## config.mk

```make
export PLATFORM = sky130hd
export DESIGN_NAME = tri_bus_arbiter_flat
export DESIGN_NICKNAME = d
export VERILOG_FILES = /design/src/rtl/tri_bus_arbiter_if.sv /design/src/rtl/tri_bus_arbiter.sv /design/src/flat_wrapper.sv
export SDC_FILE = /design/constraint.sdc
export NUM_CORES = 1
export LEC_CHECK = 0
export BUFFER_PORTS_ARGS = -buffer_cell sky130_fd_sc_hd__buf_2
export CORE_MARGIN = 8
export CORE_UTILIZATION = 28
export DETAILED_ROUTE_END_ITERATION = 10
export SYNTH_ARGS = -nofsm -noshare
export SYNTH_HDL_FRONTEND = slang
export SYNTH_SLANG_ARGS = --single-unit
```

## constraint.sdc

```tcl
create_clock -name clk -period 2.41 [get_ports clk]
set_input_delay 0.3615 -clock clk [delete_from_list [all_inputs] [get_ports clk]]
set_output_delay 0.3615 -clock clk [all_outputs]
set_load 0.02 [all_outputs]
```

## src/rtl/tri_bus_arbiter_if.sv

```systemverilog
// Request/enable bundle between the requesting agents
// and the tri-state bus arbiter.
interface tri_bus_arbiter_if #(
  parameter int N = 4
);
  localparam int IDW = (N > 1) ? $clog2(N) : 1;

  logic [N-1:0]   req;
  logic [N-1:0]   en;
  logic [IDW-1:0] owner;
  logic           busy;
  logic           turn;
  logic           preempt;

  modport master (
    output req,
    input  en,
    input  owner,
    input  busy,
    input  turn,
    input  preempt
  );

  modport slave (
    input  req,
    output en,
    output owner,
    output busy,
    output turn,
    output preempt
  );
endinterface

```

## src/rtl/tri_bus_arbiter.sv

```systemverilog
// Round-robin owner arbiter for a shared tri-state net with
// hold-timer preemption and an all-off turnaround gap.
module tri_bus_arbiter #(
  parameter int N           = 4,
  parameter int MAX_HOLD    = 8,
  parameter int TURN_CYCLES = 1
) (
  input  logic             clk,
  input  logic             rst_n,
  tri_bus_arbiter_if.slave bus
);
  localparam int IDW = (N > 1) ? $clog2(N) : 1;
  localparam int HW  = $clog2(MAX_HOLD + 1);
  localparam int TW  = $clog2(TURN_CYCLES + 1);

  typedef enum logic [1:0] {
    S_IDLE,
    S_GRANT,
    S_TURN
  } state_e;

  state_e         state_q, state_d;
  logic [N-1:0]   en_q, en_d;
  logic [IDW-1:0] owner_q, owner_d;
  logic [IDW-1:0] ptr_q, ptr_d;
  logic [HW-1:0]  hold_q, hold_d;
  logic [TW-1:0]  tcnt_q, tcnt_d;
  logic           busy_q, busy_d;
  logic           turn_q, turn_d;
  logic           pre_q, pre_d;

  logic           any_req;
  logic           own_req;
  logic           others;
  logic           at_max;
  logic           found;
  logic [IDW-1:0] win;
  logic [IDW-1:0] kk;
  logic [N-1:0]   win_oh;
  logic [IDW-1:0] nxt_ptr;
  int             k;

  assign any_req = |bus.req;
  assign own_req = bus.req[owner_q];
  // en_q is the owner's one-hot while granted
  assign others  = |(bus.req & ~en_q);
  assign at_max  = (hold_q == HW'(MAX_HOLD));
  assign win_oh  = {{(N-1){1'b0}}, 1'b1} << win;
  assign nxt_ptr = (owner_q == IDW'(N - 1)) ?
                   '0 : owner_q + IDW'(1);

  always_comb begin
    found = 1'b0;
    win   = '0;
    k     = 0;
    kk    = '0;
    for (int i = 0; i < N; i++) begin
      k = int'(ptr_q) + i;
      if (k >= N) k = k - N;
      kk = IDW'(k);
      if (!found && bus.req[kk]) begin
        found = 1'b1;
        win   = kk;
      end
    end
  end

  always_comb begin
    state_d = state_q;
    en_d    = en_q;
    owner_d = owner_q;
    ptr_d   = ptr_q;
    hold_d  = hold_q;
    tcnt_d  = tcnt_q;
    turn_d  = 1'b0;
    pre_d   = 1'b0;
    unique case (state_q)
      S_IDLE: begin
        if (any_req) begin
          state_d = S_GRANT;
          en_d    = win_oh;
          owner_d = win;
          hold_d  = HW'(1);
        end
      end
      S_GRANT: begin
        if (!own_req || (at_max && others)) begin
          state_d = S_TURN;
          en_d    = '0;
          ptr_d   = nxt_ptr;
          tcnt_d  = TW'(TURN_CYCLES);
          turn_d  = 1'b1;
          pre_d   = own_req;
        end else if (!at_max) begin
          hold_d = hold_q + HW'(1);
        end
      end
      S_TURN: begin
        if (tcnt_q == TW'(1)) begin
          if (any_req) begin
            state_d = S_GRANT;
            en_d    = win_oh;
            owner_d = win;
            hold_d  = HW'(1);
          end else begin
            state_d = S_IDLE;
          end
        end else begin
          tcnt_d = tcnt_q - TW'(1);
          turn_d = 1'b1;
        end
      end
      default: begin
        state_d = S_IDLE;
        en_d    = '0;
      end
    endcase
    busy_d = |en_d;
  end

  always_ff @(posedge clk or negedge rst_n) begin
    if (!rst_n) begin
      state_q <= S_IDLE;
      en_q    <= '0;
      owner_q <= '0;
      ptr_q   <= '0;
      hold_q  <= '0;
      tcnt_q  <= '0;
      busy_q  <= 1'b0;
      turn_q  <= 1'b0;
      pre_q   <= 1'b0;
    end else begin
      state_q <= state_d;
      en_q    <= en_d;
      owner_q <= owner_d;
      ptr_q   <= ptr_d;
      hold_q  <= hold_d;
      tcnt_q  <= tcnt_d;
      busy_q  <= busy_d;
      turn_q  <= turn_d;
      pre_q   <= pre_d;
    end
  end

  assign bus.en      = en_q;
  assign bus.owner   = owner_q;
  assign bus.busy    = busy_q;
  assign bus.turn    = turn_q;
  assign bus.preempt = pre_q;
endmodule
```

## src/flat_wrapper.sv

```systemverilog
// flat-port wrapper written by rule: the top's interface ports become plain ports
module tri_bus_arbiter_flat 
#(
  parameter int N           = 4,
  parameter int MAX_HOLD    = 8,
  parameter int TURN_CYCLES = 1
)
  (clk, rst_n, bus_req, bus_en, bus_owner, bus_busy, bus_turn, bus_preempt);
  tri_bus_arbiter_if #(.N(N)) bus_i ();
  input  logic clk;
  input  logic rst_n;
  input wire logic [$bits(bus_i.req)-1:0] bus_req;
  output wire logic [$bits(bus_i.en)-1:0] bus_en;
  output wire logic [$bits(bus_i.owner)-1:0] bus_owner;
  output wire logic [$bits(bus_i.busy)-1:0] bus_busy;
  output wire logic [$bits(bus_i.turn)-1:0] bus_turn;
  output wire logic [$bits(bus_i.preempt)-1:0] bus_preempt;
  assign bus_i.req = bus_req;
  assign bus_en = bus_i.en;
  assign bus_owner = bus_i.owner;
  assign bus_busy = bus_i.busy;
  assign bus_turn = bus_i.turn;
  assign bus_preempt = bus_i.preempt;
  tri_bus_arbiter #(.N(N), .MAX_HOLD(MAX_HOLD), .TURN_CYCLES(TURN_CYCLES)) u_core (.clk(clk), .rst_n(rst_n), .bus(bus_i));
endmodule
```

==> out/results.txt, run 1 <==
Die Y -> 78.1 µm
Max FO, Critical Path -> 5
Max Slew Vio Count -> 0
Via density per instance -> 5.03
Detailed Route WL -> 2.34 mm
First-pass DRT Iterations -> 4
Core Area -> 3690 µm²
Leakage -> 0.601 nW
WS Path Type -> reg2reg
Commonest cells after routing, fill and taps aside -> dfrtp_1, buf_2, nand2_1
Commonest non-fill, non-tap cell in the layout -> dfrtp_1
Slew headroom -> 58.9%
Num CTS Buffers -> 3
Remaining antenna violation count after routing -> 0
First-pass GRT wire length -> 4.25 mm
Sequential area share after synthesis -> 41.7%
RSZ-0062 raised after global routing -> no
Hold-fix buffers, CTS -> 0
Status -> finished, final reports clean
Clock latency on the worst-skew pair -> 0.25 ns
Crit path time final -> 2.20 ns
Logic gate share of total power -> 50.5%
Met2 usage -> 14.5%
Mean Syn Cell Area -> 10.3 µm²
Input/output buffers -> 14
CTS tree -> done
Synth Instances -> 105
Crit start category -> register
CP arrival -> 2.34 ns
Dpl hpwl -> 1.85 mm
Hold WC Path Type -> in2async
Synth warn -> 0
Setup TNS -> 0 ns
Total grt overflow -> 0
#FFs+latches synth -> 18
CTS root buf -> clkbuf_8
Die width -> 78.1 µm
I/O pins -> 15
Least-Margin Pin Slew -> 0.616 ns
Setup bufs post-CTS -> 0
CTS Buffer Depth -> 2
Netlist cell types -> 33
DRT iter0 DRCs -> 25
GR peak layer -> met2
Largest net degree at the start of global routing -> 19
Final routed DRC violation total -> 0
Area of the multi-input gates -> 599 µm²
FF+latch area -> 450 µm²
Max_cap viols -> 0
Via count -> 865
Tot GR Track Use -> 8.36%
Period utilization -> 91.5%
Final hold violations -> 0
# rows -> 22
Met3 Use GR -> 1.71%
Initial Util -> 29.3%
Ys async rst share -> 100%
Fmax -> 0.454 GHz
GR Util met1 -> 9.54%
Peak VDD IR -> 497 µV
Post-cts resize count -> 0
Total clock sinks -> 18
WP data required -> 2.54 ns
Reg clk slew, reported paths -> 0.07 ns
Max H-tree Level -> 1
Final Setup Violations -> 0
Layout Nets -> 138
Int Power -> 0.893 mW
RD Place Congestion -> 0.763
Vias in the first global route -> 976
Clk_skew -> 0.00204 ns
WL/cell -> 13.6 µm
Full die area -> 6100 µm²
Pwr/cell area -> 1240 nW/µm²
Sequential power share -> 33.5%
Clock group share of total power -> 16.0%
Worst Setup End Kind -> register
Net Sw Frac -> 43.3%
Pre-CTS setup slack -> 0.180 ns
Fillers -> 399
Switching power -> 0.682 mW
Post-synthesis cell area -> 1080 µm²
Post-synth EDFFs -> 0
Share of post-route cells with drive strength above 1 -> 21.8%
Synth-to-layout area growth -> 17.8%
PnR worst setup slack -> 0.205 ns
Post-synth net total -> 118
Initial antenna violation count -> 0
Diodes inserted -> 0
Post-synth top flop -> dfrtp_1
## power groups by stage
| stage | Combinational [mW] | Sequential, mW | Clock [mW] |
|---|---|---|---|
| finish | 0.796 | 0.527 | 0.252 |
| global route | 0.899 | 0.539 | 0.271 |
| CTS | 0.809 | 0.525 | 0.260 |
| detailed placement | 0.806 | 0.528 | 0 |
| global placement | 0.774 | 0.529 | 0 |
| floorplan | 0.525 | 0.581 | 0 |
## routing by layer
metal | up-vias | part of all wire, %
met5 | - | 0
met4 | 0 | 1.2
met3 | 4 | 2.4
met2 | 9 | 51
met1 | 427 | 46
li1 | 425 | -
## final timing paths
kind	to	slack, ns	start	cells after the start
max	u_core.bus.busy$_DFF_PN0_	0.21	u_core.bus.owner[0]$_DFFE_PN0P_	5
max in group asynchronous	u_core.state_q[1]$_DFFE_PN0P_	2.10	rst_n	1
min reg2reg	u_core.tcnt_q$_DFFE_PN0P_	0.54	u_core.tcnt_q$_DFFE_PN0P_	1
max reg2reg	u_core.bus.busy$_DFF_PN0_	0.21	u_core.bus.owner[0]$_DFFE_PN0P_	5
min	u_core.ptr_q[0]$_DFFE_PN0P_	0.03	rst_n	1
min in group clk	u_core.tcnt_q$_DFFE_PN0P_	0.54	u_core.tcnt_q$_DFFE_PN0P_	1
## synth_stat cells, drive strengths merged, types with 2 or more instances
cell type,n,area [µm²]
dfrtp,18,450
mux2,3,33.8
a22o,3,26.3
mux2i,2,20.0
nand3,2,10.0
nor2,8,30.0
nor3,3,20.0
nor2b,6,37.5
a21oi,6,33.8
ha,7,87.6
a211o,2,17.5
o21ai,6,30.0
a32o,2,20.0
and3b,2,17.5
o21a,2,15.0
inv,8,30.0
nand2,9,33.8
nor4,3,18.8
## kinds of logic (layout without fill, tap and decap cells)
kind of cell	Yosys count	in the layout	share of synthesized area [%]
muxes	6	6	7.07
and+or+nand+nor	37	37	18.1
AOI/OAI and AO/OA	29	29	22.2
buffers and inverters	8	27	2.78
DFF	18	18	41.7
adders and majority gates	7	7	8.11
## metrics by stage
step / total power, mW / utilization, % / instances / area (µm²) / hold slack (ns)
after floorplan: 1.11 / - / 105 / 1080 / 0.0659
after global placement: 1.30 / 33.0 / 168 / 1220 / 0.314
after detailed placement: 1.33 / 33.0 / 168 / 1220 / 0.317
after CTS: 1.59 / 34.5 / 172 / 1270 / 0.0372
after global routing: 1.71 / 34.5 / 172 / 1270 / 0.0653
final: 1.58 / 34.5 / 172 / 1270 / 0.0260
## sequential cells by signal, indices dropped and copies added, names as in the netlist
name / cells
u_core.ptr_q: 2
u_core.bus.busy: 1
u_core.bus.preempt: 1
u_core.hold_q: 4
u_core.state_q: 2
u_core.bus.turn: 1
u_core.bus.owner: 2
u_core.tcnt_q: 1
u_core.bus.en: 4
## worst max-delay path: stages, from the launching register on
cell and delay (ns):
dfrtp_1 0.44, mux4_2 0.58, a31oi_4 0.23, a21oi_2 0.09
a32o_1 0.22, or4_1 0.51
## final cells by class
type / instances / share of cell area, %
clock buffers: 4 / 4.33
inverters: 8 / 2.36
multi-input cells: 79 / 47.1
repair buffers: 15 / 6.10
well taps: 48 / 4.72
flip-flops and latches: 18 / 35.4
(Power assumes the default switching activity.)
==> run 2: changes to the inputs <==
--- a/config.mk
+++ b/config.mk
@@ -9,6 +9,8 @@
 export CORE_MARGIN = 8
 export CORE_UTILIZATION = 28
 export DETAILED_ROUTE_END_ITERATION = 10
+export RECOVER_POWER = 50
+export SLEW_MARGIN = 20
 export SYNTH_ARGS = -nofsm -noshare
 export SYNTH_HDL_FRONTEND = slang
 export SYNTH_SLANG_ARGS = --single-unit
==> out/results.txt, run 2 (synthesis results as in run 1) <==
Max H-tree Level -> 1 (unchanged)
Post-cts resize count -> 0 (unchanged)
Core Area -> 3690 µm² (unchanged)
Diodes inserted -> 0 (unchanged)
Met3 Use GR -> 1.71% (unchanged)
Vias in the first global route -> 976 (unchanged)
Hold-fix buffers, CTS -> 0 (unchanged)
Max FO, Critical Path -> 5 (unchanged)
Commonest cells after routing, fill and taps aside -> dfrtp_1, nand2_1, buf_2
Least-Margin Pin Slew -> 0.974 ns (+0.358 ns)
FF-to-FF Start -> u_core.bus.owner[0]$_DFFE_PN0P_
Int Power -> 0.887 mW (-0.71%)
CTS Buffer Depth -> 2 (unchanged)
Die Y -> 78.1 µm (unchanged)
Setup TNS -> 0 ns (unchanged)
Clock group share of total power -> 16.1% (about the same)
GR peak layer -> met2
PnR worst setup slack -> 0.202 ns (-0.00380 ns)
Crit path time final -> 2.21 ns (+0.00380 ns)
Peak VDD IR -> 497 µV (about the same)
Tot GR Track Use -> 8.36% (unchanged)
Max Slew Vio Count -> 0 (unchanged)
Initial Util -> 29.3% (unchanged)
Largest net degree at the start of global routing -> 19 (unchanged)
Commonest non-fill, non-tap cell in the layout -> dfrtp_1
Setup bufs post-CTS -> 0 (unchanged)
Clock latency on the worst-skew pair -> 0.25 ns (about the same)
Reg clk slew, reported paths -> 0.07 ns (about the same)
Slew headroom -> 35.1% (-24 points)
CTS tree -> done
Net Sw Frac -> 43.5% (+0.22 points)
Hold WC Path Type -> in2async
Clk_skew -> 0.00206 ns (+0.0000259 ns)
Initial antenna violation count -> 0 (unchanged)
Final routed DRC violation total -> 0 (unchanged)
# rows -> 22 (unchanged)
WP data required -> 2.54 ns (about the same)
DRT iter0 DRCs -> 25 (unchanged)
First-pass DRT Iterations -> 4 (unchanged)
RSZ-0062 raised after global routing -> no
Crit start category -> register
WS Path Type -> reg2reg
Layout Cells excl Fill -> 172 (unchanged)
First-pass GRT wire length -> 4.25 mm (unchanged)
Period utilization -> 91.6% (+0.16 points)
Share of post-route cells with drive strength above 1 -> 17.7% (-4.0 points)
Worst R2R End -> u_core.bus.busy$_DFF_PN0_
Synth-to-layout area growth -> 17.3%
Leakage -> 0.582 nW (-3.1%)
Logic gate share of total power -> 50.3% (-0.2 points)
Remaining antenna violation count after routing -> 0 (unchanged)
Placed cells -> 168 (unchanged)
Max_cap viols -> 0 (unchanged)
RD Place Congestion -> 0.763 (unchanged)
Dpl hpwl -> 1.85 mm (unchanged)
GR Util met1 -> 9.54% (unchanged)
Switching power -> 0.683 mW (+0.19%)
Worst hold slack -> 0.237 ns (+0.211 ns)
Status -> finished, final reports clean
Input/output buffers -> 14 (unchanged)
FF-to-FF setup slack -> 0.20 ns (about the same)
Via count -> 868 (+0.35%)
Pre-CTS setup slack -> 0.180 ns (unchanged)
Worst Setup End Kind -> register
Num CTS Buffers -> 3 (unchanged)
Met2 usage -> 14.5% (unchanged)
Worst r2r path cells -> 5 (unchanged)
Fillers -> 401 (+0.50%)
CTS root buf -> clkbuf_8
Layout Nets -> 138 (unchanged)
Pwr/cell area -> 1240 nW/µm² (+0.17%)
WL/cell -> 13.7 µm (+0.34%)
Final Setup Violations -> 0 (unchanged)
CP arrival -> 2.34 ns (about the same)
Sequential power share -> 33.6% (about the same)
Via density per instance -> 5.05 (+0.35%)
I/O pins -> 15 (unchanged)
Full die area -> 6100 µm² (unchanged)
Die width -> 78.1 µm (unchanged)
Fmax -> 0.453 GHz (-0.17%)
Total clock sinks -> 18 (unchanged)
Final hold violations -> 0 (unchanged)
Detailed Route WL -> 2.35 mm (+0.34%)
Total grt overflow -> 0 (unchanged)
[run 2: changes by cell type in the layout (fill, tap and decap cells not counted), sizes merged]
cell,before,now
buf,15,10
clkbuf,4,9
[run 2: routing by layer]
metal | vias to the layer above | wire, µm
li1 | 425 | -
met1 | 430 | 1080
met2 | 9 | 1190
met3 | 4 | 58
met4 | 0 | 29
met5 | - | 0
[run 2: power groups by stage]
stage                     clock, mW  combinational (mW)  sequential [mW]
final                         0.252               0.790            0.528
after detailed placement          0               0.806            0.528
after floorplan                   0               0.525            0.581
after global routing          0.271               0.893            0.540
after global placement            0               0.774            0.529
after CTS                     0.260               0.809            0.525
[run 2: metrics by stage]
step	utilization, %	power, mW	instance area [µm²]
after floorplan	-	1.11	1080
after global placement	33.0	1.30	1220
after detailed placement	33.0	1.33	1220
after CTS	34.5	1.59	1270
after global routing	34.3	1.70	1270
final	34.3	1.57	1270
[run 2: worst max path at each step]
stage | from | end | slack, ns
global route | u_core.state_q[0]$_DFFE_PN0P_ | u_core.bus.busy$_DFF_PN0_ | 0.10
floorplan | u_core.bus.owner[0]$_DFFE_PN0P_ | u_core.bus.busy$_DFF_PN0_ | 0.20
global placement | bus_req[0] | u_core.hold_q[2]$_DFFE_PN0P_ | 0.22
detailed placement | bus_req[3] | u_core.bus.busy$_DFF_PN0_ | 0.18
finish | u_core.bus.owner[0]$_DFFE_PN0P_ | u_core.bus.busy$_DFF_PN0_ | 0.20
CTS | u_core.bus.owner[0]$_DFFE_PN0P_ | u_core.bus.busy$_DFF_PN0_ | 0.19
[run 2: final cells by class]
class                      instances  area [µm²]  area share [%]
clock buffer                       4        55.1            4.35
inverter                           8        30.0            2.37
multi-input combinational         79         599            47.3
sequential                        18         450            35.6
tap                               48        60.1            4.74
timing repair buffer              15        71.3            5.63
[run 2: critical path: stages (launching register included)]
cell and delay, ns:
dfrtp_1 0.44, mux4_2 0.58, a31oi_4 0.23, a21oi_2 0.09, a32o_1 0.22, or4_1 0.51
